## config.mk

```make
export PLATFORM = sky130hd
export DESIGN_NAME = byte_mem_sequencer
export DESIGN_NICKNAME = d
export VERILOG_FILES = /design/src/rtl/byte_mem_sequencer.sv
export SDC_FILE = /design/constraint.sdc
export NUM_CORES = 1
export LEC_CHECK = 0
export ABC_AREA = 1
export BUFFER_PORTS_ARGS = -buffer_cell sky130_fd_sc_hd__buf_4
export CAP_MARGIN = 20
export CORE_MARGIN = 2
export CORE_UTILIZATION = 38
export DETAILED_ROUTE_END_ITERATION = 10
export GPL_ROUTABILITY_DRIVEN = 0
export GPL_TIMING_DRIVEN = 0
export HOLD_SLACK_MARGIN = 0.08
export SLEW_MARGIN = 20
export SYNTH_ARGS = -nofsm -noshare
export SYNTH_HDL_FRONTEND = slang
export SYNTH_SLANG_ARGS = --single-unit
```

## constraint.sdc

```tcl
create_clock -name clk -period 5 [get_ports clk]
set_clock_uncertainty 0.1 [all_clocks]
set_input_delay 1 -clock clk [delete_from_list [all_inputs] [get_ports clk]]
set_output_delay 1 -clock clk [all_outputs]
set_load 0.005 [all_outputs]
```

## src/rtl/byte_mem_sequencer.sv

```systemverilog
// Byte-RAM initiator: turns one 32-bit CPU load/store (byte/half/word, little-endian)
// into a run of single-byte RAM cycles, assembling and extending load data.
module byte_mem_sequencer #(
  parameter int AW = 10
) (
  input  logic          clk,
  input  logic          rst,
  input  logic          req,
  input  logic          wr,
  input  logic [1:0]    size,
  input  logic          uns,
  input  logic [31:0]   addr,
  input  logic [31:0]   wdata,
  output logic          busy,
  output logic          done,
  output logic          err,
  output logic [31:0]   rdata,
  output logic [AW-1:0] ram_addr,
  output logic [7:0]    ram_d,
  output logic          ram_we,
  output logic          ram_sel,
  input  logic [7:0]    ram_q
);

  typedef enum logic [1:0] {
    IDLE = 2'd0,
    XFER = 2'd1,
    DONE = 2'd2
  } state_t;

  state_t        state, state_nxt;
  logic [AW-1:0] base;
  logic          wr_q, uns_q;
  logic [1:0]    size_q;
  logic [31:0]   wdata_q;
  logic [1:0]    k, n;
  logic [31:0]   rbuf;
  logic          bad;
  logic          last;
  logic [31:0]   merged;
  logic [31:0]   load_val;

  // Upper address bits are ignored: addresses wrap modulo 2^AW.
  logic unused_addr;
  assign unused_addr = ^addr[31:AW];

  assign bad  = (size == 2'b11) ||
                (size == 2'b01 && addr[0]) ||
                (size == 2'b10 && addr[1:0] != 2'b00);
  assign last = (k == n);
  assign busy = (state != IDLE);
  assign done = (state == DONE);

  // NOTE: every always_comb output gets a default first so no path can infer a latch.
  always_comb begin
    state_nxt = state;
    case (state)
      IDLE:    if (req) state_nxt = bad ? DONE : XFER;
      XFER:    if (last) state_nxt = DONE;
      DONE:    state_nxt = IDLE;
      default: state_nxt = IDLE;
    endcase
  end

  // RAM strobes decode straight from state so a reset kills them without a clock edge.
  always_comb begin
    ram_sel  = 1'b0;
    ram_we   = 1'b0;
    ram_addr = '0;
    ram_d    = 8'h00;
    if (state == XFER) begin
      ram_sel  = 1'b1;
      ram_we   = wr_q;
      ram_addr = base + AW'(k);
      ram_d    = wdata_q[{k, 3'b000} +: 8];
    end
  end

  // Final byte arrives combinationally in the last XFER cycle, so merge it before extending.
  always_comb begin
    merged                     = rbuf;
    merged[{k, 3'b000} +: 8]   = ram_q;
    case (size_q)
      2'b00:   load_val = {{24{~uns_q & merged[7]}},  merged[7:0]};
      2'b01:   load_val = {{16{~uns_q & merged[15]}}, merged[15:0]};
      default: load_val = merged;
    endcase
  end

  // NOTE: sequential state uses non-blocking assignments so every register samples pre-edge values.
  always_ff @(posedge clk or posedge rst) begin
    if (rst) begin
      state <= IDLE;
      k     <= 2'd0;
      rdata <= 32'h0;
      err   <= 1'b0;
    end else begin
      state <= state_nxt;
      case (state)
        IDLE: begin
          if (req) begin
            k   <= 2'd0;
            err <= bad;
          end
        end
        XFER: begin
          if (last) begin
            if (!wr_q) rdata <= load_val;
          end else begin
            k <= k + 2'd1;
          end
        end
        default: ;
      endcase
    end
  end

  // NOTE: request payload and read buffer need no reset; they are always written before use.
  always_ff @(posedge clk) begin
    if (state == IDLE && req) begin
      base    <= addr[AW-1:0];
      wr_q    <= wr;
      uns_q   <= uns;
      size_q  <= size;
      wdata_q <= wdata;
      n       <= (size == 2'b00) ? 2'd0 : (size == 2'b01) ? 2'd1 : 2'd3;
    end
    if (state == XFER && !wr_q) rbuf[{k, 3'b000} +: 8] <= ram_q;
  end

endmodule

```

After elaboration in Yosys (flattened, before gate mapping):

Index checks and enable logic that the tools add are counted.

* flip-flop bits (word level): 117
* input bits: 79
* logic and storage cells: 62
* output and inout port bits: 55

* reductions and logical operators: 17
* muxes and demuxes: 14
* add/subtract/negate cells: 3
* bitwise gates (word level): 4
* equality and inequality tests: 10
* shift-type cells: 3

Operators by type and width (count)
* one-hot mux 32 bit (2 select lines): 1
* bitwise mux 32 bit: 1
* variable shift 8 x 7 -> 32 bit, first input constant: 1
* indexed part select 32 x 6 -> 8 bit: 1
* indexed part select 8 x 7 -> 32 bit: 1
* two-way mux 2 bit: 6
* adder 10 x 2 -> 10 bit: 1
* two-way mux 10 bit: 1
* two-way mux 8 bit: 1
* one-hot mux 2 bit (2 select lines): 2
* negator 5 -> 7 bit: 1
* == test 2 x 1 -> 1 bit, second input constant: 3
* == test 2 bit, second input constant: 3
* zero test 2 bit: 3
* inequality test 2 bit, second input constant: 3
* AND reduction 3 bit: 2
* nonzero test 2 bit: 3
* logical AND 1 bit: 4
* AND reduction 2 bit: 2
* adder 2 x 1 -> 2 bit, second input constant: 1
* AND 1 bit: 2
* == test 2 bit: 1
* logical OR 1 bit: 2
* two-way mux 1 bit: 2
* 2 further kinds: 3

Depth between registers and ports, before layout:

* word-level depth: 7
* mapped depth: 14
* depth with buffers taken out: 11

Worst setup path after synthesis:

Ideal clock, no wire load.

* kind: input to register
* start: in req
* end: reg base[0], enable pin
* cell stages on the path: 2
* buffers on the path: 0
* data required time: 4497 ps
* setup slack: 2432 ps
* data arrival time: 2065 ps
* setup time: 403 ps
* path through: nand2_1 > inv_1

* word-level cells in the longest chain between the ends: 1

RTL lines
* from (decl): RTL line 8 `input logic req,`
* logical AND 1 bit: RTL line 120 `if (state == IDLE && req) begin`
* to (signal assigned): RTL line 121 `base <= addr[AW-1:0];`
* to (decl): RTL line 32 `logic [AW-1:0] base;`

No other way between the ends.
A chain may end at the register's enable or synchronous reset.

Worst setup path after layout:

* start: reg k[0]
* end: out ram_addr[8]

* word-level cells in the longest chain between the ends: 2

RTL lines
* from (decl): RTL line 36 `logic [1:0] k, n;`
* from (signal assigned): RTL line 110 `k <= k + 2'd1;`
* adder 10 x 2 -> 10 bit: RTL line 74 `ram_addr = base + AW'(k);`
* two-way mux 10 bit: RTL line 71 `if (state == XFER) begin`
* to (decl): RTL line 18 `output logic [AW-1:0] ram_addr,`

No other way between the ends.

==> results.rst <==
.. list-table::
   :header-rows: 1

   * - Metric
     - Value
   * - Run status
     - complete, no violations
   * - Post-Synthesis Net Count
     - between 600 and 700
   * - Post-synthesis average cell area
     - slightly below 10 um2
   * - Maximum Capacitance Violations
     - 0
   * - CP startpoint
     - k[0]
   * - Detailed-route vias per instance
     - ~4.7
   * - CTS tree
     - built
   * - Final hold viol count
     - 0
   * - R2R Path Start
     - k[1]
   * - Delay of the slowest cell on the worst path
     - a little under 0.5 ns
   * - Critical Path Start Type
     - flip-flop
   * - Power per Cell Area
     - approximately 560 mW/mm2
   * - Largest net degree at the start of global routing
     - 34
   * - Number of design rule violations left after detail routing
     - 0
   * - Count of vias placed by the detailed router
     - a little over 4000
   * - Post-synthesis register bit count
     - between 100 and 150
   * - Area of the placeable core
     - ~0.014 mm2
   * - Final min period
     - approximately 3.3 ns
   * - Final worst-path cycle share
     - 0.651
   * - Synth Instances
     - 555
   * - Count of final max-slew check failures
     - 0
   * - Share of post-route cells with drive strength above 1
     - 0.280
   * - Clock input transition at the sequential cells of the worst setup and hold paths
     - around 0.050 ns
   * - CP required
     - approximately 4 ns
   * - CTS resizes
     - 0
   * - Detailed-route wire length on metal 1
     - ~5.4 mm
   * - Number of iterations in the first detailed-routing pass
     - 5
   * - Top Family by Delay on Critical Path
     - simple AND/OR/NAND/NOR gates
   * - Slew of the pin with the lowest slew margin
     - about 0.66 ns
   * - Y dimension of the die
     - ~120 um
   * - Fraction of the mapped netlist area in simple logic gates
     - 0.250
   * - 1st-iter DRT viols
     - 260
   * - Filler cell count in the final layout
     - around 1300
   * - Sum of met3 wire segment lengths after detailed routing
     - 1.02 mm
   * - Async S/R FF share, synth
     - 0.316
   * - Routed wire length
     - approximately 12 mm
   * - Cell mode on critical path
     - nor3_1
   * - H-tree lvl count
     - 4
   * - Number of placed instances with taps included
     - approximately 850
   * - WP buf/inv
     - 1
   * - Antenna diode instance count
     - 0
   * - Number of distinct standard cells referenced by the synthesized netlist
     - 37
   * - Leading cell type in the layout, fill and taps excluded
     - nand2_1
   * - Cell area after technology mapping
     - around 0.0055 mm2
   * - Leading cell types in the layout, fill and taps excluded
     - nand2_1 (160), buf_4 (113), edfxtp_1 (80), nor2_1 (56), inv_1 (41)
   * - Final worst setup slack
     - ~1.7 ns
   * - Worst r2r path cells
     - 14
   * - X dimension of the die
     - about 120 um
   * - Buffers added on ports
     - approximately 110
   * - Worst Path Max Fanout
     - 6
   * - Clk_lat worst skew
     - 0.41 ns
   * - LEAKAGE
     - approximately 3.2 nW
   * - Post-place setup slack
     - 2.17 ns
   * - Sum Neg Setup Slack
     - 0 ns
   * - Slew headroom
     - 0.559
   * - CTS Root Buffer Type
     - clkbuf_16
   * - Antenna violations before repair
     - 0
   * - Global-route total usage across every layer
     - 0.175
   * - Met2 layer wire length in the routed design
     - 5.85 mm
   * - Endpoint kind of the worst setup timing path
     - primary output
   * - Dominant combinational cell family by area after synthesis
     - simple AND/OR/NAND/NOR gates
   * - Number of synthesized flops with an enable pin
     - 80
   * - Via count of the first global-routing pass
     - between 4000 and 5000
   * - Non-filler cells, final
     - 880
   * - Area enclosed by the die boundary
     - about 0.015 mm2
   * - Number of buffers created by CTS
     - 17
   * - Compound-Gate Fraction of Synth Area
     - 0.0625
   * - Hold buffer count at CTS
     - 0
   * - Area growth syn-to-layout
     - 30.0%
   * - Number of rows created at floorplan
     - 43
   * - Minimum setup slack among reg-to-reg paths
     - roughly 2.4 ns
   * - Portion of netlist area occupied by mux cells
     - 0
   * - Portion of the post-synthesis area used by sequential elements
     - 0.609
   * - Achievable clock frequency
     - around 300 MHz
   * - Buffer depth of the longest clock path
     - 2
   * - Worst setup path end
     - ram_addr[8]
   * - Starting density of the core
     - 0.391
   * - Post-synthesis adder-cell area fraction
     - 0.0197
   * - Unrepaired setup endpoints after global routing
     - false
   * - DR top layer
     - met4
   * - Final-stage net count
     - 774
   * - Most used DFF post-synth
     - edfxtp_1
   * - First-pass GRT wire length
     - between 20 and 25 mm
   * - Type of the worst setup path
     - flip-flop to primary output
   * - Largest vdd supply drop
     - 0.314 mV
   * - Terminus of the critical flop-to-flop path
     - rdata[19]
   * - Synth Warn #
     - 0
   * - Slowest-stage cell, CP
     - dfrtp_1
   * - Postcts setup bufs
     - 0
   * - Average wire per standard cell
     - ~14 um
   * - Top-level I/O count
     - 134
   * - List of cells traversed by the critical path
     - ha_1 -> fa_1 -> nand2_1 -> nor3_1 -> a21oi_1 -> nor3_1 -> buf_4
   * - TritonCTS sink count
     - between 100 and 150
   * - Worst slack on hold paths
     - about 0.38 ns
   * - Type of the most critical hold path
     - flip-flop to flip-flop
   * - Worst endpoint data arrival time
     - between 2 and 2.5 ns
   * - DRT antenna net count
     - 0
   * - Gr ovfl total
     - 0
   * - Xor and xnor fraction of the mapped netlist area
     - 0.00160
   * - Count of cell instances traversed by the critical path
     - 7
   * - Final setup violation count
     - 0
   * - Post-DP HPWL
     - between 9 and 10 mm
## worst min path at each step
stage | from | endpoint | slack, ns | cells past startpoint
floorplan | rdata[10] | rdata[10] | 0.37 | 2
global placement | rdata[14] | rdata[14] | 0.37 | 2
detailed placement | rdata[6] | rdata[6] | 0.37 | 2
CTS | rdata[10] | rdata[10] | 0.38 | 2
global route | rdata[10] | rdata[10] | 0.40 | 2
finish | rdata[6] | rdata[6] | 0.38 | 2
## logic make-up after synthesis
family          after synthesis
compound gates               60
xor+xnor                      1
fa+ha+maj                     8
buf+inv                      68
flops                       117
simple gates                301
## cells in the mapped netlist, types with 4 or more instances
master    count  area (um2)
a21oi_1      15        75.1
buf_6         6        67.6
clkbuf_1      5        18.8
dfrtp_1      37         926
edfxtp_1     80        2400
ha_1          7        87.6
inv_1        43         161
inv_2         5        18.8
nand2_1     160         601
nand2_2       4        25.0
nand3_1      30         150
nor2_1       56         210
nor2_2       17         106
nor3_1        6        30.0
o21ai_0      21         105
o21ai_1      15        75.1
o21ai_2       7        61.3
or2_1        14        87.6
## worst min-delay path, delay by kind of cell, from the launching register on
family,cells,cell delay [ns]
and+or+nand+nor,2,0.10
DFF,1,0.34
## final cells by class
class                   instances  area (um2)  area share
clock buffers                  26         500      0.0704
multi-input cells             370        1820       0.256
flip-flops and latches        117        3330       0.468
inverters                      52         200      0.0282
plain buffers                  16         115      0.0162
clock inverters                 6        27.5     0.00387
repair buffers                113         888       0.125
well taps                     180         225      0.0317
## where the power goes
| part | total, W | switching (W) | internal (W) |
|---|---|---|---|
| clock network | 0.00108 | 0.000399 | 0.000681 |
| registers | 0.00152 | 0.000137 | 0.00139 |
| logic | 0.00140 | 0.000810 | 0.000592 |
| total | 0.00400 | 0.00135 | 0.00266 |
## per-stage QoR
stage | power (W) | area, um2 | utilization
final | 0.00400 | 7110 | 0.508
after global routing | 0.00430 | 7110 | 0.508
after CTS | 0.00405 | 7110 | 0.508
after detailed placement | 0.00296 | 6580 | 0.470
after global placement | 0.00291 | 6530 | 0.466
after floorplan | 0.00235 | 5470 | -
## sequential cells by signal, summed over array words and instances, names as in the netlist
register / cells
err: 1
size_q: 2
state: 2
wdata_q: 32
uns_q: 1
wr_q: 1
rdata: 32
rbuf: 32
k: 2
n: 2
base: 10
## layer usage
layer,track usage,vias to the layer above
met5,0,-
met4,0.0414,0
met3,0.0687,12
met2,0.281,146
met1,0.224,1905
li1,-,2076
(Power assumes the default switching activity.)
